===== config.mk =====
export PLATFORM = sky130hd
export DESIGN_NAME = pixel_frame_seq
export DESIGN_NICKNAME = d
export VERILOG_FILES = /design/src/rtl/pixel_frame_seq.sv
export SDC_FILE = /design/constraint.sdc
export NUM_CORES = 1
export LEC_CHECK = 0
export CAP_MARGIN = 10
export CORE_UTILIZATION = 57
export CTS_BUF_LIST = sky130_fd_sc_hd__clkbuf_8
export CTS_CLUSTER_SIZE = 30
export DETAILED_ROUTE_END_ITERATION = 6
export PLACE_DENSITY = 0.84
export REMOVE_ABC_BUFFERS = 1
export SLEW_MARGIN = 20
export SYNTH_ARGS = -nofsm -noshare
export SYNTH_HDL_FRONTEND = slang
export SYNTH_SLANG_ARGS = --single-unit

===== constraint.sdc =====
create_clock -name clk -period 7.6 [get_ports clk]
set_input_delay 1.52 -clock clk [delete_from_list [all_inputs] [get_ports clk]]
set_output_delay 1.52 -clock clk [all_outputs]
set_load 0.005 [all_outputs]

===== src/rtl/pixel_frame_seq.sv =====
// ---------------------------------------------------------------------------
// pixel_frame_seq
// Read-side sequencer for the pixel async FIFO. Pops show-ahead FIFO data
// into a single output register and presents it as a valid/ready pixel
// stream tagged with start-of-frame, end-of-line and end-of-frame flags.
// A frame is started with a start pulse (dimensions sampled then) and may be
// cut short with a stop pulse. Starved read cycles are counted.
//
// Ports:
//   clk, rst          read-domain clock, asynchronous active-high reset
//   start, stop       one-cycle control pulses
//   cfg_width/height  frame size, sampled on an accepted start
//   fifo_empty        FIFO empty flag
//   fifo_rd_data      show-ahead FIFO data
//   fifo_rd_en        FIFO pop strobe (combinational)
//   out_valid/ready   output handshake
//   out_data          pixel
//   out_sof/eol/eof   frame position flags
//   busy              sequencer not idle
//   frame_done        pulse: frame fully delivered
//   aborted           pulse: frame ended by stop
//   cfg_err           pulse: start rejected (zero dimension)
//   stall_cnt         saturating count of starved RUN cycles
// ---------------------------------------------------------------------------
module pixel_frame_seq #(
    parameter int DATA_WIDTH  = 8,
    parameter int DIM_WIDTH   = 12,
    parameter int STALL_WIDTH = 16
) (
    input  logic                   clk,
    input  logic                   rst,
    input  logic                   start,
    input  logic                   stop,
    input  logic [DIM_WIDTH-1:0]   cfg_width,
    input  logic [DIM_WIDTH-1:0]   cfg_height,
    input  logic                   fifo_empty,
    input  logic [DATA_WIDTH-1:0]  fifo_rd_data,
    output logic                   fifo_rd_en,
    output logic                   out_valid,
    input  logic                   out_ready,
    output logic [DATA_WIDTH-1:0]  out_data,
    output logic                   out_sof,
    output logic                   out_eol,
    output logic                   out_eof,
    output logic                   busy,
    output logic                   frame_done,
    output logic                   aborted,
    output logic                   cfg_err,
    output logic [STALL_WIDTH-1:0] stall_cnt
);

    typedef enum logic [1:0] {
        S_IDLE  = 2'd0,
        S_RUN   = 2'd1,
        S_FLUSH = 2'd2,
        S_ABORT = 2'd3
    } state_t;

    localparam logic [DIM_WIDTH-1:0]   DIM_ZERO   = {DIM_WIDTH{1'b0}};
    localparam logic [DIM_WIDTH-1:0]   DIM_ONE    = {{(DIM_WIDTH-1){1'b0}}, 1'b1};
    localparam logic [STALL_WIDTH-1:0] STALL_ZERO = {STALL_WIDTH{1'b0}};
    localparam logic [STALL_WIDTH-1:0] STALL_ONE  = {{(STALL_WIDTH-1){1'b0}}, 1'b1};
    localparam logic [STALL_WIDTH-1:0] STALL_MAX  = {STALL_WIDTH{1'b1}};

    state_t                  r_state;
    state_t                  w_state_nxt;
    logic [DIM_WIDTH-1:0]    r_width;
    logic [DIM_WIDTH-1:0]    r_height;
    logic [DIM_WIDTH-1:0]    r_col;
    logic [DIM_WIDTH-1:0]    r_row;
    logic                    r_out_valid;
    logic [DATA_WIDTH-1:0]   r_out_data;
    logic                    r_out_sof;
    logic                    r_out_eol;
    logic                    r_out_eof;
    logic                    r_busy;
    logic                    r_frame_done;
    logic                    r_aborted;
    logic                    r_cfg_err;
    logic [STALL_WIDTH-1:0]  r_stall_cnt;

    logic w_out_free;
    logic w_pop;
    logic w_last_col;
    logic w_last_row;
    logic w_dims_ok;
    logic w_start_ok;
    logic w_done_nxt;
    logic w_abort_nxt;
    logic w_cfg_err_nxt;

    // The output register can take a new pixel if it is empty or draining now.
    assign w_out_free = !r_out_valid || out_ready;
    assign w_pop      = (r_state == S_RUN) && !fifo_empty && w_out_free;
    assign w_last_col = (r_col == (r_width - DIM_ONE));
    assign w_last_row = (r_row == (r_height - DIM_ONE));
    assign w_dims_ok  = (cfg_width != DIM_ZERO) && (cfg_height != DIM_ZERO);

    assign fifo_rd_en = w_pop;
    assign out_valid  = r_out_valid;
    assign out_data   = r_out_data;
    assign out_sof    = r_out_sof;
    assign out_eol    = r_out_eol;
    assign out_eof    = r_out_eof;
    assign busy       = r_busy;
    assign frame_done = r_frame_done;
    assign aborted    = r_aborted;
    assign cfg_err    = r_cfg_err;
    assign stall_cnt  = r_stall_cnt;

    // Next-state and pulse decode; stop outranks start and frame completion.
    always_comb begin
        w_state_nxt   = r_state;
        w_start_ok    = 1'b0;
        w_done_nxt    = 1'b0;
        w_abort_nxt   = 1'b0;
        w_cfg_err_nxt = 1'b0;
        case (r_state)
            S_IDLE: begin
                if (start && !stop) begin
                    if (w_dims_ok) begin
                        w_state_nxt = S_RUN;
                        w_start_ok  = 1'b1;
                    end else begin
                        w_cfg_err_nxt = 1'b1;
                    end
                end else begin
                    w_state_nxt = S_IDLE;
                end
            end
            S_RUN: begin
                if (stop) begin
                    w_state_nxt = S_ABORT;
                end else if (w_pop && w_last_col && w_last_row) begin
                    w_state_nxt = S_FLUSH;
                end else begin
                    w_state_nxt = S_RUN;
                end
            end
            S_FLUSH: begin
                if (stop) begin
                    w_state_nxt = S_ABORT;
                end else if (w_out_free) begin
                    w_state_nxt = S_IDLE;
                    w_done_nxt  = 1'b1;
                end else begin
                    w_state_nxt = S_FLUSH;
                end
            end
            S_ABORT: begin
                if (w_out_free) begin
                    w_state_nxt = S_IDLE;
                    w_abort_nxt = 1'b1;
                end else begin
                    w_state_nxt = S_ABORT;
                end
            end
            default: begin
                w_state_nxt = S_IDLE;
            end
        endcase
    end

    // State register and registered status pulses.
    always_ff @(posedge clk or posedge rst) begin
        if (rst) begin
            r_state      <= S_IDLE;
            r_busy       <= 1'b0;
            r_frame_done <= 1'b0;
            r_aborted    <= 1'b0;
            r_cfg_err    <= 1'b0;
        end else begin
            r_state      <= w_state_nxt;
            r_busy       <= (w_state_nxt != S_IDLE);
            r_frame_done <= w_done_nxt;
            r_aborted    <= w_abort_nxt;
            r_cfg_err    <= w_cfg_err_nxt;
        end
    end

    // Frame dimensions and column/row position of the next pixel to pop.
    always_ff @(posedge clk or posedge rst) begin
        if (rst) begin
            r_width  <= DIM_ZERO;
            r_height <= DIM_ZERO;
            r_col    <= DIM_ZERO;
            r_row    <= DIM_ZERO;
        end else if (w_start_ok) begin
            r_width  <= cfg_width;
            r_height <= cfg_height;
            r_col    <= DIM_ZERO;
            r_row    <= DIM_ZERO;
        end else if (w_pop) begin
            if (w_last_col) begin
                r_col <= DIM_ZERO;
                r_row <= r_row + DIM_ONE;
            end else begin
                r_col <= r_col + DIM_ONE;
            end
        end
    end

    // Single-entry output register; flags come from the pre-increment position.
    always_ff @(posedge clk or posedge rst) begin
        if (rst) begin
            r_out_valid <= 1'b0;
            r_out_data  <= {DATA_WIDTH{1'b0}};
            r_out_sof   <= 1'b0;
            r_out_eol   <= 1'b0;
            r_out_eof   <= 1'b0;
        end else if (w_pop) begin
            r_out_valid <= 1'b1;
            r_out_data  <= fifo_rd_data;
            r_out_sof   <= (r_col == DIM_ZERO) && (r_row == DIM_ZERO);
            r_out_eol   <= w_last_col;
            r_out_eof   <= w_last_col && w_last_row;
        end else if (out_ready) begin
            r_out_valid <= 1'b0;
            r_out_sof   <= 1'b0;
            r_out_eol   <= 1'b0;
            r_out_eof   <= 1'b0;
        end
    end

    // Starvation counter: RUN cycles where a pop was possible but FIFO was empty.
    always_ff @(posedge clk or posedge rst) begin
        if (rst) begin
            r_stall_cnt <= STALL_ZERO;
        end else if (w_start_ok) begin
            r_stall_cnt <= STALL_ZERO;
        end else if ((r_state == S_RUN) && fifo_empty && w_out_free
                     && (r_stall_cnt != STALL_MAX)) begin
            r_stall_cnt <= r_stall_cnt + STALL_ONE;
        end
    end

endmodule


==> results.txt, run 1 <==
Post-synth top flop -> dfrtp_1
Vias per cell -> 5.789
Worst-path fanout max -> 25
Cell Area, Synth -> 0.004636 mm^2
Largest net degree at the start of global routing -> 83
Yosys warnings -> 0
DR iter-0 viols -> 180
Clock buffer depth -> 2
Overflow after GRT -> 0
Comb power frac -> 0.401
Internal reg-to-reg setup slack -> 4340 ps
Crit-path cells -> clkdlybuf4s50_1 > nor2b_1 > or3_1 > bufinv_8 > clkdlybuf4s50_1
Final std cells w/o fill -> 692
Post-Syn Area per Cell -> 8.847 um^2
P_int -> 1.055 mW
CTS sink count -> 82
Crit-path max cell delay -> 620 ps
Yosys cell types -> 61
Register bit total from synthesis -> 82
Net Sw Power -> 0.6650 mW
Via Count -> 4,006
Cts hold-fix bufs -> 0
Status -> completed
Final ANT Viol Nets -> 0
# diodes -> 0
Crit end category -> output pin
Clk root buf -> clkbuf_8
FFs w/ async S/R, synth -> 1.000
Sequential fraction of the synthesis area -> 0.4426
Final nets -> 630
Crit-path slowest cell -> or3_1
Worst-skew pair later-pin latency -> 360 ps
H-tree depth -> 3
Post-synth EDFFs -> 0
HP Class -> reg2reg
Layout cells sized above 1 -> 0.05254
Worst-Margin Slew -> 992.4 ps
Final GP Congestion -> 0.8501
Sequential power share -> 0.414
Width of the die -> 92.18 um
Worst path most repeated cell -> clkdlybuf4s50_1
Wirelength per Cell -> 15.44 um
CTS tree -> built
Post-Route WL -> 10,690 um
Max Cap Violations -> 0
Worst Min Path Start -> out_data[2]$_DFFE_PP0P_
Final hold vios -> 0
RSZ-0062 raised after global routing -> false
P_leak -> 2.474 nW
Vias in the first global route -> 3,944
Clock share of power -> 0.185
Ports -> 71
DP Cell Count -> 676
Post-CTS Resized -> 0
Worst path bufs/invs -> 3
Max-slew headroom -> 0.3384
Postcts setup bufs -> 0
Crit path DAT -> 3680 ps
PwrDens -> 309.2 mW/mm^2
Worst flop-to-flop path startpoint -> r_width[0]$_DFFE_PP0P_
Post-route DRC -> 0
Final Cycle Share -> 0.6844
# setup viols final -> 0
CP startpoint kind -> primary input
Final setup skew -> 8.095 ps
Area Growth Syn to Fin -> 20.00%
Final core utilization -> 0.7125
Tot GR Track Use -> 0.2718
Clock transition at path regs -> 90 ps
First-pass GRT wire length -> 18,190 um
Antenna violations before repair -> 0
Core area -> 0.007807 mm^2
Fmax -> 0.1922 GHz
Worst Path Required -> 6080 ps
Total clock buffers created by CTS -> 9
CP Launch Point -> out_ready
Row count -> 32
Critical path class -> in2out
DIE AREA -> 0.008497 mm^2
Fin. max-slew vios -> 0
Vert. Die Dim -> 92.18 um
Detailed placement HPWL -> 7464 um
Switching part of the total -> 0.3866
Starting density of the core -> 0.5938
VDD IR-drop max -> 0.1998 mV
Crit-path leading delay family -> buffers and inverters
PortBufs -> 70
Setup TNS Final -> 0 ps
DRT Pass-1 Iters -> 4
Synth Instances -> 524
Crit path time final -> 5202 ps
## kinds of logic after synthesis
kind of cell,share of synthesized area
AO/OA/AOI/OAI,0.1112
adder cells (fa/ha/maj),0.01889
XOR/XNOR,0.09015
AND/OR/NAND/NOR,0.2829
flip-flops,0.4426
buffers and inverters,0.04534
multiplexers,0.008907
## stage by stage
step | hold slack [ps] | worst slack (ps) | total power [mW] | area, um^2
floorplan | 462.8 | 3708 | 1.150 | 4518
global placement | 461.8 | 2466 | 1.364 | 5364
global route | 510.7 | 2359 | 1.845 | 5563
CTS | 486.8 | 2421 | 1.722 | 5559
detailed placement | 465.7 | 2431 | 1.404 | 5364
finish | 483.2 | 2398 | 1.720 | 5563
## flip-flops by register name (all words and copies together), names as in the netlist
name        count
r_width        12
frame_done      1
r_row          12
cfg_err         1
out_data        8
r_height       12
r_col          12
stall_cnt      16
out_eof         1
r_state         2
out_eol         1
busy            1
out_sof         1
aborted         1
out_valid       1
## per-layer routing
metal / vias to the layer above / track usage / wire length, um
met4: 0 / 0.08203 / 171
met3: 21 / 0.05970 / 494
met2: 109 / 0.4590 / 5433
met1: 1932 / 0.3496 / 4586
met5: - / 0 / 0
li1: 1944 / - / -
## final cells by class
| class | instances | area (um^2) |
|---|---|---|
| clock inverters | 7 | 71.32 |
| flip-flops and latches | 82 | 2052 |
| multi-input cells | 399 | 2375 |
| clock buffers | 9 | 123.9 |
| inverters | 21 | 93.84 |
| repair buffers | 72 | 719.4 |
| well taps | 102 | 127.6 |
| fillers | 608 | 2245 |
## cells in the mapped netlist, drive strengths merged (2+ instances only)
cell / n / share of area
a211o: 2 / 0.0038
a211oi: 3 / 0.0059
a21boi: 2 / 0.0040
a21oi: 19 / 0.021
a311oi: 2 / 0.0038
a31oi: 11 / 0.015
and2: 2 / 0.0027
and3: 16 / 0.022
and4: 5 / 0.0094
buf: 2 / 0.0049
clkbuf: 20 / 0.021
dfrtp: 82 / 0.44
ha: 7 / 0.019
inv: 20 / 0.016
mux2i: 3 / 0.0065
nand2: 113 / 0.091
nand2b: 4 / 0.0054
nand3: 26 / 0.029
nand4: 7 / 0.0094
nor2: 33 / 0.027
nor2b: 3 / 0.0040
nor3: 9 / 0.0097
nor4: 12 / 0.018
nor4b: 5 / 0.013
o211ai: 5 / 0.0081
o21ai: 21 / 0.023
o31ai: 4 / 0.0065
or3: 14 / 0.019
or4: 6 / 0.011
xnor2: 24 / 0.045
xor2: 21 / 0.040
## worst reg2reg max path, cell delays in order (launching register included)
cell and delay, ps:
dfrtp_1 450, inv_1 110, ha_1 370, nor4b_1 370
and3_1 220, o22ai_1 110, nor4b_4 350, nand3_2 420
or4_1 630, a21oi_1 150
## final timing paths
path,endpoint,depth (start not counted)
hold / removal,out_data[2]$_DFFE_PP0P_,2
hold reg to reg,out_data[2]$_DFFE_PP0P_,2
setup / recovery,fifo_rd_en,5
setup reg to reg,r_row[10]$_DFFE_PP0P_,9
min in group asynchronous,aborted$_DFF_PP0_,3
max in group asynchronous,stall_cnt[0]$_DFFE_PP0P_,3
## power by group through the flow
stage | clock network (mW) | logic (mW) | registers, mW
after CTS | 0.320 | 0.692 | 0.710
final | 0.318 | 0.690 | 0.712
after detailed placement | 0 | 0.686 | 0.718
after global placement | 0 | 0.657 | 0.707
after floorplan | 0 | 0.469 | 0.682
after global routing | 0.339 | 0.775 | 0.731
## cells in the final DEF, fill, tap and decap left out, types with 2 or more instances in the layout
| cell type | instances |
|---|---|
| nand2_1 | 113 |
| dfrtp_1 | 82 |
| clkdlybuf4s50_1 | 70 |
| nor2_1 | 33 |
| nand3_1 | 25 |
| xnor2_1 | 24 |
| xor2_1 | 21 |
| inv_1 | 20 |
| a21oi_1 | 19 |
| or3_1 | 14 |
| and3_1 | 14 |
| o21ai_0 | 12 |
| nor4_1 | 11 |
| a31oi_1 | 11 |
| nor3_1 | 9 |
| o21ai_1 | 9 |
| clkbuf_8 | 9 |
| nand4_1 | 7 |
| ha_1 | 7 |
| and4_1 | 5 |
| o211ai_1 | 5 |
| or4_1 | 5 |
| nand2b_1 | 4 |
| nor4b_1 | 4 |
| o31ai_1 | 4 |
| nor2b_1 | 3 |
| mux2i_1 | 3 |
| and3_2 | 2 |
| and2_1 | 2 |
| a211oi_1 | 2 |
| a311oi_1 | 2 |
| a211o_1 | 2 |
| clkinv_2 | 2 |
| clkinvlp_4 | 2 |
| clkinv_4 | 2 |
No activity file was read; power rests on OpenSTA's default activity.
==> inputs of run 2 (changes only) <==
Settings changed: CORE_UTILIZATION 57 to 51, PLACE_DENSITY 0.84 to 0.79.
Clock period 7.6 ns to 4.5 ns, I/O delays scaled along.
==> results.txt, run 2 (synthesized netlist as in run 1, its figures left out) <==
Status -> completed
Worst-path fanout max -> 25
Most frequent cells in the layout -> 113 x nand2_1, 82 x dfrtp_1, 70 x clkdlybuf4s50_1, 33 x nor2_1, 25 x nand3_1
Cts hold-fix bufs -> 0
Worst path bufs/invs -> 4
Area Growth Syn to Fin -> 21.19%
Antenna violations before repair -> 0
Fin. max-slew vios -> 0
CP startpoint kind -> primary input
Clock transition at path regs -> 80 ps
Vias in the first global route -> 3,936
Post-CTS Resized -> 0
DR iter-0 viols -> 248
PortBufs -> 70
Crit end category -> output pin
Final ANT Viol Nets -> 0
Crit-path max cell delay -> 560 ps
# setup viols final -> 0
Core area -> 0.008763 mm^2
DRT Pass-1 Iters -> 4
Fmax -> 0.2630 GHz
PwrDens -> 538.1 mW/mm^2
Fill cell count -> 742
Largest register FFs -> 16
Most common cell after layout, fill and taps aside -> nand2_1
Power, Total -> 3.023 mW
Post-route DRC -> 0
DIE AREA -> 0.009475 mm^2
Final nets -> 632
Vias per cell -> 5.798
Final setup skew -> 15.76 ps
Clock buffer depth -> 2
P_leak -> 2.506 nW
Final hold vios -> 0
Starting density of the core -> 0.5290
HP Class -> reg2reg
Vert. Die Dim -> 97.34 um
Row count -> 34
Final GP Congestion -> 0.8492
Min Hold Slack -> 483.7 ps
VDD IR-drop max -> 0.2692 mV
Crit path time final -> 3802 ps
Critical path class -> in2out
Postcts setup bufs -> 0
CTS sink count -> 82
Via Count -> 4,053
Wirelength per Cell -> 15.59 um
Worst-Margin Slew -> 915.6 ps
Crit-path leading delay family -> buffers and inverters
Setup TNS Final -> 0 ps
Crit-path cells -> clkdlybuf4s50_1 > nor2b_1 > or3_1 > buf_4 > bufinv_8 > clkdlybuf4s50_1
RSZ-0062 raised after global routing -> false
Total clock buffers created by CTS -> 9
Worst-skew pair later-pin latency -> 360 ps
Worst path most repeated cell -> clkdlybuf4s50_1
H-tree depth -> 3
Ports -> 71
Largest net degree at the start of global routing -> 55
Tot GR Track Use -> 0.2357
Post-Route WL -> 10,890 um
Overflow after GRT -> 0
Max Cap Violations -> 0
Width of the die -> 97.34 um
Final Cycle Share -> 0.8449
Crit path DAT -> 2900 ps
Max-slew headroom -> 0.3889
Crit-path slowest cell -> clkdlybuf4s50_1
# diodes -> 0
Clk root buf -> clkbuf_8
Layout cells sized above 1 -> 0.05415
Worst Path Required -> 3600 ps
First-pass GRT wire length -> 18,330 um
Detailed placement HPWL -> 7783 um
CTS tree -> built
-- run 2: worst paths after layout --
kind,startpoint,to,slack [ps],cells past startpoint
setup / recovery,out_ready,fifo_rd_en,700,6
hold / removal,out_data[0]$_DFFE_PP0P_,out_data[0]$_DFFE_PP0P_,480,2
setup reg to reg,r_width[2]$_DFFE_PP0P_,r_row[10]$_DFFE_PP0P_,1220,7
hold reg to reg,out_data[0]$_DFFE_PP0P_,out_data[0]$_DFFE_PP0P_,480,2
max in group asynchronous,rst,r_width[9]$_DFFE_PP0P_,2550,3
min in group asynchronous,rst,busy$_DFF_PP0_,1030,2
-- run 2: per-stage QoR --
stage | cell area, um^2 | util | std cells | setup slack (ps)
after floorplan | 4518 | - | 502 | 1485
after global placement | 5386 | 0.6146 | 684 | 699.3
after detailed placement | 5386 | 0.6146 | 684 | 682.8
after global routing | 5618 | 0.6411 | 699 | 627.7
after CTS | 5618 | 0.6411 | 699 | 674.5
final | 5618 | 0.6411 | 699 | 698.0
-- run 2: area by class of cell --
cell class              count  area (um^2)  area share
inverters                  21        93.84     0.01670
flip-flops and latches     82         2052      0.3653
repair buffers             74        730.7      0.1301
multi-input cells         399         2375      0.4227
well taps                 108        135.1     0.02405
clock buffers               9        123.9     0.02205
clock inverters             6        107.6     0.01915
-- run 2: metal layers --
layer | track usage | vias to the layer above | routed length (um)
met5 | 0 | - | 0
met1 | 0.2923 | 1953 | 4652
met2 | 0.4085 | 120 | 5419
met4 | 0.1029 | 0 | 259
met3 | 0.03525 | 26 | 563
li1 | - | 1954 | -
-- run 2: worst reg2reg max path, cell delays in order, from the launching register on --
cell and delay [ps]:
dfrtp_1 490, or4_4 580, or3_1 320, o31ai_1 390, a21boi_2 270, nand3_2 370
or4_1 630, a21oi_1 150
-- run 2: report_power, final --
| part | internal, mW | leakage [nW] | switching, mW |
|---|---|---|---|
| logic | 0.592 | 1.31 | 0.593 |
| registers | 0.942 | 1.08 | 0.263 |
| clock network | 0.364 | 0.120 | 0.269 |
